**config.mk**
```make
export PLATFORM = sky130hd
export DESIGN_NAME = rgb_fade_pwm
export DESIGN_NICKNAME = d
export VERILOG_FILES = /design/src/rtl/rgb_pwm_pkg.sv /design/src/rtl/pwm_fade_channel.sv /design/src/rtl/rgb_fade_pwm.sv
export SDC_FILE = /design/constraint.sdc
export NUM_CORES = 1
export LEC_CHECK = 0
export ABC_AREA = 1
export CAP_MARGIN = 15
export CORE_MARGIN = 3
export CORE_UTILIZATION = 30
export DETAILED_ROUTE_END_ITERATION = 6
export PLACE_DENSITY = 0.54
export SETUP_SLACK_MARGIN = 0.5
export SYNTH_ARGS = -nofsm -noshare
export SYNTH_HDL_FRONTEND = slang
export SYNTH_SLANG_ARGS = --single-unit
```
**constraint.sdc**
```tcl
create_clock -name i_clk -period 4.3 [get_ports i_clk]
set_input_delay 0.86 -clock i_clk [delete_from_list [all_inputs] [get_ports i_clk]]
set_output_delay 0.86 -clock i_clk [all_outputs]
set_load 0.005 [all_outputs]
```
**src/rtl/rgb_pwm_pkg.sv**
```systemverilog
// Shared definitions for the RGB fade PWM driver: per-channel mode encoding.
package rgb_pwm_pkg;

  typedef enum logic [1:0] {
    MODE_OFF     = 2'b00,
    MODE_STATIC  = 2'b01,
    MODE_BREATHE = 2'b10,
    MODE_BLINK   = 2'b11
  } mode_t;

endpackage

```
**src/rtl/pwm_fade_channel.sv**
```systemverilog
// One PWM channel: mode/target/level/direction state, the period shadow
// register and the duty comparator against the shared counter.
module pwm_fade_channel
  import rgb_pwm_pkg::*;
#(
  parameter int PWM_BITS  = 8,
  parameter int STEP_SIZE = 1,
  parameter bit INVERT    = 1'b1
) (
  input  logic                clk,
  input  logic                reset_n,
  input  logic                tick,
  input  logic                load,
  input  logic [PWM_BITS-1:0] cnt,
  input  logic                wr_en,
  input  mode_t               wr_mode,
  input  logic [PWM_BITS-1:0] wr_level,
  output logic                pwm
);

  localparam logic [PWM_BITS:0] STEP_EXT = (PWM_BITS + 1)'(STEP_SIZE);

  mode_t               mode, mode_nxt;
  logic [PWM_BITS-1:0] target, target_nxt;
  logic [PWM_BITS-1:0] level, level_nxt;
  logic [PWM_BITS-1:0] shadow;
  logic                dir_down, dir_nxt;
  logic [PWM_BITS:0]   sum;

  // One extra bit so the breathe ramp can never wrap past the target.
  assign sum = {1'b0, level} + STEP_EXT;

  always_comb begin
    mode_nxt   = mode;
    target_nxt = target;
    level_nxt  = level;
    dir_nxt    = dir_down;
    if (wr_en) begin
      mode_nxt   = wr_mode;
      target_nxt = wr_level;
      dir_nxt    = 1'b0;
      level_nxt  = (wr_mode == MODE_STATIC) ? wr_level : '0;
    end else if (tick) begin
      unique case (mode)
        MODE_OFF:    level_nxt = '0;
        MODE_STATIC: level_nxt = target;
        MODE_BREATHE: begin
          if (!dir_down) begin
            if (sum >= {1'b0, target}) begin
              level_nxt = target;
              dir_nxt   = 1'b1;
            end else begin
              level_nxt = sum[PWM_BITS-1:0];
            end
          end else begin
            if ({1'b0, level} <= STEP_EXT) begin
              level_nxt = '0;
              dir_nxt   = 1'b0;
            end else begin
              level_nxt = level - STEP_EXT[PWM_BITS-1:0];
            end
          end
        end
        MODE_BLINK:  level_nxt = (level == '0) ? target : '0;
        default:     level_nxt = '0;
      endcase
    end
  end

  always_ff @(posedge clk) begin
    if (!reset_n) begin
      mode     <= MODE_OFF;
      target   <= '0;
      level    <= '0;
      dir_down <= 1'b0;
      shadow   <= '0;
      pwm      <= INVERT;
    end else begin
      mode     <= mode_nxt;
      target   <= target_nxt;
      level    <= level_nxt;
      dir_down <= dir_nxt;
      // Duty only changes at the period boundary so no period is ever cut short.
      if (load) shadow <= level;
      pwm <= (cnt < shadow) ^ INVERT;
    end
  end

endmodule

```
**src/rtl/rgb_fade_pwm.sv**
```systemverilog
// Multi-channel PWM LED driver: shared PWM counter and step prescaler,
// config write decode, and one pwm_fade_channel per output.
module rgb_fade_pwm
  import rgb_pwm_pkg::*;
#(
  parameter int CHANNELS  = 3,
  parameter int PWM_BITS  = 8,
  parameter int CH_IDX_W  = 2,
  parameter int STEP_DIV  = 300000,
  parameter int STEP_SIZE = 1,
  parameter bit INVERT    = 1'b1
) (
  input  logic                i_clk,
  input  logic                i_reset_n,
  input  logic                i_wr_valid,
  output logic                o_wr_ready,
  input  logic [CH_IDX_W-1:0] i_wr_ch,
  input  logic [1:0]          i_wr_mode,
  input  logic [PWM_BITS-1:0] i_wr_level,
  output logic                o_wr_err,
  output logic [CHANNELS-1:0] o_pwm,
  output logic                o_period_start
);

  // Config handshake: a write transfers on every posedge where
  // i_wr_valid && o_wr_ready; o_wr_ready is held high once out of reset.

  localparam int                PS_W     = (STEP_DIV > 1) ? $clog2(STEP_DIV) : 1;
  localparam logic [PS_W-1:0]   PS_LAST  = PS_W'(STEP_DIV - 1);
  localparam logic [CH_IDX_W:0] CH_LIMIT = (CH_IDX_W + 1)'(CHANNELS);

  logic [PWM_BITS-1:0] cnt;
  logic [PS_W-1:0]     prescaler;
  logic                tick;
  logic                wrap;
  logic                wr_fire;
  logic                wr_ok;

  assign tick    = (prescaler == PS_LAST);
  assign wrap    = &cnt;
  assign wr_fire = i_wr_valid && o_wr_ready;
  assign wr_ok   = wr_fire && ({1'b0, i_wr_ch} < CH_LIMIT);

  always_ff @(posedge i_clk) begin
    if (!i_reset_n) begin
      cnt            <= '0;
      prescaler      <= '0;
      o_wr_ready     <= 1'b0;
      o_wr_err       <= 1'b0;
      o_period_start <= 1'b0;
    end else begin
      cnt            <= cnt + 1'b1;
      prescaler      <= tick ? '0 : prescaler + 1'b1;
      o_wr_ready     <= 1'b1;
      o_wr_err       <= wr_fire && !wr_ok;
      o_period_start <= (cnt == '0);
    end
  end

  for (genvar c = 0; c < CHANNELS; c++) begin : g_ch
    pwm_fade_channel #(
      .PWM_BITS (PWM_BITS),
      .STEP_SIZE(STEP_SIZE),
      .INVERT   (INVERT)
    ) u_ch (
      .clk     (i_clk),
      .reset_n (i_reset_n),
      .tick    (tick),
      .load    (wrap),
      .cnt     (cnt),
      .wr_en   (wr_ok && (i_wr_ch == CH_IDX_W'(c))),
      .wr_mode (mode_t'(i_wr_mode)),
      .wr_level(i_wr_level),
      .pwm     (o_pwm[c])
    );
  end

endmodule

```
==> impl_results.md <==
- Final non-filler cell total: 1436
- Cell count after synthesis: 1087
- Mean post-synth cell area: 6.896 sq um
- Worst setup path start: g_ch[1].u_ch.level[0]
- Die width: 164.1 microns
- Hold WC Path Type: reg2reg
- End point of the worst hold path: g_ch[2].u_ch.shadow[0]
- Detailed-routing iteration count for the pre-antenna-repair pass: 5
- Avg WL per Cell: 14.67 microns
- Transition time at the pin with the least slew margin: 0.9747 ns
- Antenna Cells: 0
- Post CTS Setup Buffer Count: 0
- Vias per inst: 4.901
- H-tree levels: 4
- Worst hold slack: 0.4461 ns
- Layout cell share with drive strength beyond 1: 8.094%
- Number of DRC violations after detailed-routing iteration 0: 525
- Via count of the first global-routing pass: 6751
- Total number of nets in the final design: 1171
- Storage cell area: 0.002282 sq mm
- Reg2reg setup slack: 1.52 ns
- Number of distinct library cells after synthesis: 43
- GRT Total Usage: 16.23%
- Final sum of negative setup slack: 0 ns
- Antenna viol nets, final: 0
- Cell depth of the worst hold path: 2
- Combined area of the multi-input logic cells: 0.004425 sq mm
- Start-to-end type of the worst setup path: reg2reg
- Power per unit of standard cell area: 313.1 mW/mm^2
- Number of synthesis warnings: 0
- Fraction of the cycle the final worst path needs: 64.69%
- Arr. time, crit path: 3.08 ns
- Hold Violations, Final: 0
- Die Y-Extent: 164.1 microns
- Placed insts: 1404
- Initial standard-cell utilization of the core: 30.64%
- Share of flip-flops with an asynchronous set or reset after synthesis: 0%
- Crit path launch type: flop
- DPL Wire Length: 15.82 mm
- Hold buffer count at CTS: 0
- Fill cell total of the finished layout: 2609
- Leakage power figure: 3.578 nW
- GRT met2 Usage: 25.89%
- First-pass GRT wire length: 34.71 mm
- Total congestion overflow after global routing: 0
- Clock Tree Root: sky130_fd_sc_hd__clkbuf_16
- Maximum fanout along the worst path: 10
- Worst supply voltage drop on vdd: 238.8 uV
- Clock tree from TritonCTS: built
- Crit-path cells: ha_1, nand3_2, nor2_4, xor2_1, inv_1, ha_1, nand2_1, inv_1, nand2_1, nand2_1, nand2_1, nand2_4, nand2_1, nand2_1, o21ai_0, nand2_1, nand2_1, a21oi_1
- Clk buf depth: 2
- Met1 Usage GRT: 22.06%
- Sinks on the clock net: 114
- Initial antenna violation count: 1
- Post-route minimum period: 2.782 ns
- Count of state elements after synthesis: 114
- Run status: finished clean
- Syn Nets: 1159
- Most repeated library cell on the critical path: sky130_fd_sc_hd__nand2_1
- Layout Area Growth over Synthesis: 13.64%
- Standard cell with the maximum stage delay on the critical path: sky130_fd_sc_hd__dfxtp_1
- RD Place Congestion: 0.9162
- Cell area after synthesis: 0.007496 sq mm
- Floorplan core area: 0.02446 sq mm
- Number of resized instances in the post-cts repair step: 0
- Relative slew margins: 34.19%
- Overall die area: 0.02692 sq mm
- Number of cell instances on the worst register-to-register path: 18
- Pin count of the biggest net entering global routing: 62
- Ports placed on the boundary: 21
- Clock input transition at the sequential cells of the worst setup and hold paths: 0.06 ns
- Start of the worst register-to-register path: g_ch[1].u_ch.level[0]
- Worst flop-to-flop path endpoint: g_ch[1].u_ch.level[3]
- Required time of the worst setup path: 4.60 ns
- Delay of the slowest critical-path stage: 0.51 ns
- Number of remaining DRC errors: 0
- Post-Route Skew: 0.01270 ns
- Max-capacitance violation count: 0
- Fin. max-slew vios: 0
- Total CTS buffers: 17
- Number of standard-cell rows in the floorplan: 57
- Sequential cell area fraction in the yosys report: 30.45%
- Unrepaired setup endpoints after global routing: no
- Achievable frequency: 359.5 MHz
- Busiest metal layer after global routing: met2
- IO Port Bufs: 20
- Post-synth top flop: sky130_fd_sc_hd__dfxtp_1
- Worst min-delay path startpoint: g_ch[2].u_ch.shadow[0]
- Final-report setup violation count: 0
- Met3 Usage GRT: 3.531%
- Number of synthesized flops with an enable pin: 0
- Aggregate routed wire length: 21.06 mm
- Clock latency on the worst-skew pair: 0.43 ns
- Total via count after detailed routing: 7038
- Kind of end point of the critical path: flop
-- metrics by stage --
| stage | setup slack, ns | area [sq um] | util (%) | power, mW |
|---|---|---|---|---|
| global placement | 1.409 | 7973 | 32.59 | 1.345 |
| floorplan | 1.914 | 7496 | - | 1.270 |
| finish | 1.518 | 8518 | 34.82 | 2.667 |
| CTS | 1.495 | 8518 | 34.82 | 2.692 |
| global route | 1.176 | 8518 | 34.82 | 2.778 |
| detailed placement | 1.420 | 7973 | 32.59 | 1.346 |
-- placed cells by master (no fill, tap or decap), drive strengths merged, types with 5 or more instances in the layout --
| cell | instances |
|---|---|
| nand2 | 242 |
| inv | 163 |
| nor3 | 19 |
| a211oi | 5 |
| a21oi | 111 |
| o21ai | 101 |
| buf | 7 |
| clkbuf | 19 |
| nor4 | 6 |
| nand4 | 14 |
| clkinv | 11 |
| nor2 | 78 |
| xor2 | 26 |
| clkdlybuf4s50 | 19 |
| a31oi | 5 |
| dfxtp | 114 |
| nand3 | 85 |
| ha | 57 |
-- cells by family after synthesis --
group | share of synthesized area (%)
AOI/OAI and AO/OA | 17.93
xor gates and xnor gates | 3.505
adders and majority gates | 9.514
buffers and inverters | 10.52
DFF | 30.45
and+or+nand+nor | 28.09
-- worst max-delay path: cells and delay by family, from the launching register on --
kind	cells	cell delay (ns)
adders and majority gates	2	0.55
AOI/OAI and AO/OA	2	0.23
DFF	1	0.51
buffers and inverters	2	0.10
xor gates and xnor gates	1	0.22
and+or+nand+nor	11	1.05
-- layer usage --
metal  wire length (microns)  vias up
met2                    9576      168
met3                     989       26
met1                   10180     3247
met4                     309        2
li1                        -     3595
met5                       7        -
-- synthesized netlist by cell type (5+ instances only) --
cell type | instances | area share (%)
sky130_fd_sc_hd__a211oi_1 | 5 | 0.50
sky130_fd_sc_hd__a21oi_1 | 110 | 7.3
sky130_fd_sc_hd__buf_2 | 6 | 0.40
sky130_fd_sc_hd__buf_4 | 7 | 0.70
sky130_fd_sc_hd__clkbuf_1 | 18 | 0.90
sky130_fd_sc_hd__dfxtp_1 | 114 | 30
sky130_fd_sc_hd__ha_1 | 57 | 9.5
sky130_fd_sc_hd__inv_1 | 153 | 7.7
sky130_fd_sc_hd__inv_2 | 8 | 0.40
sky130_fd_sc_hd__nand2_1 | 231 | 12
sky130_fd_sc_hd__nand2_2 | 7 | 0.58
sky130_fd_sc_hd__nand3_1 | 79 | 5.3
sky130_fd_sc_hd__nand3_2 | 6 | 0.80
sky130_fd_sc_hd__nand4_1 | 13 | 1.1
sky130_fd_sc_hd__nor2_1 | 69 | 3.5
sky130_fd_sc_hd__nor2_4 | 5 | 0.75
sky130_fd_sc_hd__nor3_1 | 10 | 0.67
sky130_fd_sc_hd__nor3_2 | 5 | 0.67
sky130_fd_sc_hd__o21ai_0 | 96 | 6.4
sky130_fd_sc_hd__o21ai_1 | 5 | 0.33
sky130_fd_sc_hd__xor2_1 | 26 | 3.0
-- registers in the layout, summed over array words and instances (netlist names), 3 cells and up --
| signal | cells |
|---|---|
| cnt | 8 |
| g_ch.u_ch.dir_down | 3 |
| g_ch.u_ch.level | 24 |
| g_ch.u_ch.mode | 6 |
| g_ch.u_ch.pwm | 3 |
| g_ch.u_ch.shadow | 24 |
| g_ch.u_ch.target | 24 |
| prescaler | 19 |
-- worst max path at each step --
| stage | cells past startpoint | end |
|---|---|---|
| final | 18 | g_ch[1].u_ch.level[3] |
| after global placement | 9 | g_ch[2].u_ch.level[6] |
| after global routing | 19 | g_ch[1].u_ch.level[1] |
| after floorplan | 18 | g_ch[1].u_ch.level[3] |
| after detailed placement | 9 | g_ch[2].u_ch.level[6] |
| after CTS | 18 | g_ch[1].u_ch.level[3] |
-- where the power goes --
group,switching (mW),total (mW),internal [mW]
clock,0.551,1.34,0.792
combinational,0.148,0.226,0.0781
sequential,0.0214,1.10,1.08
-- area by class of cell --
type                    count  area share [%]
multi-input cells         775           51.95
flip-flops and latches    114           26.79
clock inverters            13           1.322
inverters                 165           7.271
repair buffers             26           2.820
well taps                 324           4.759
clock buffers              19           5.082
Note: power is estimated with default switching activity, not from simulation.
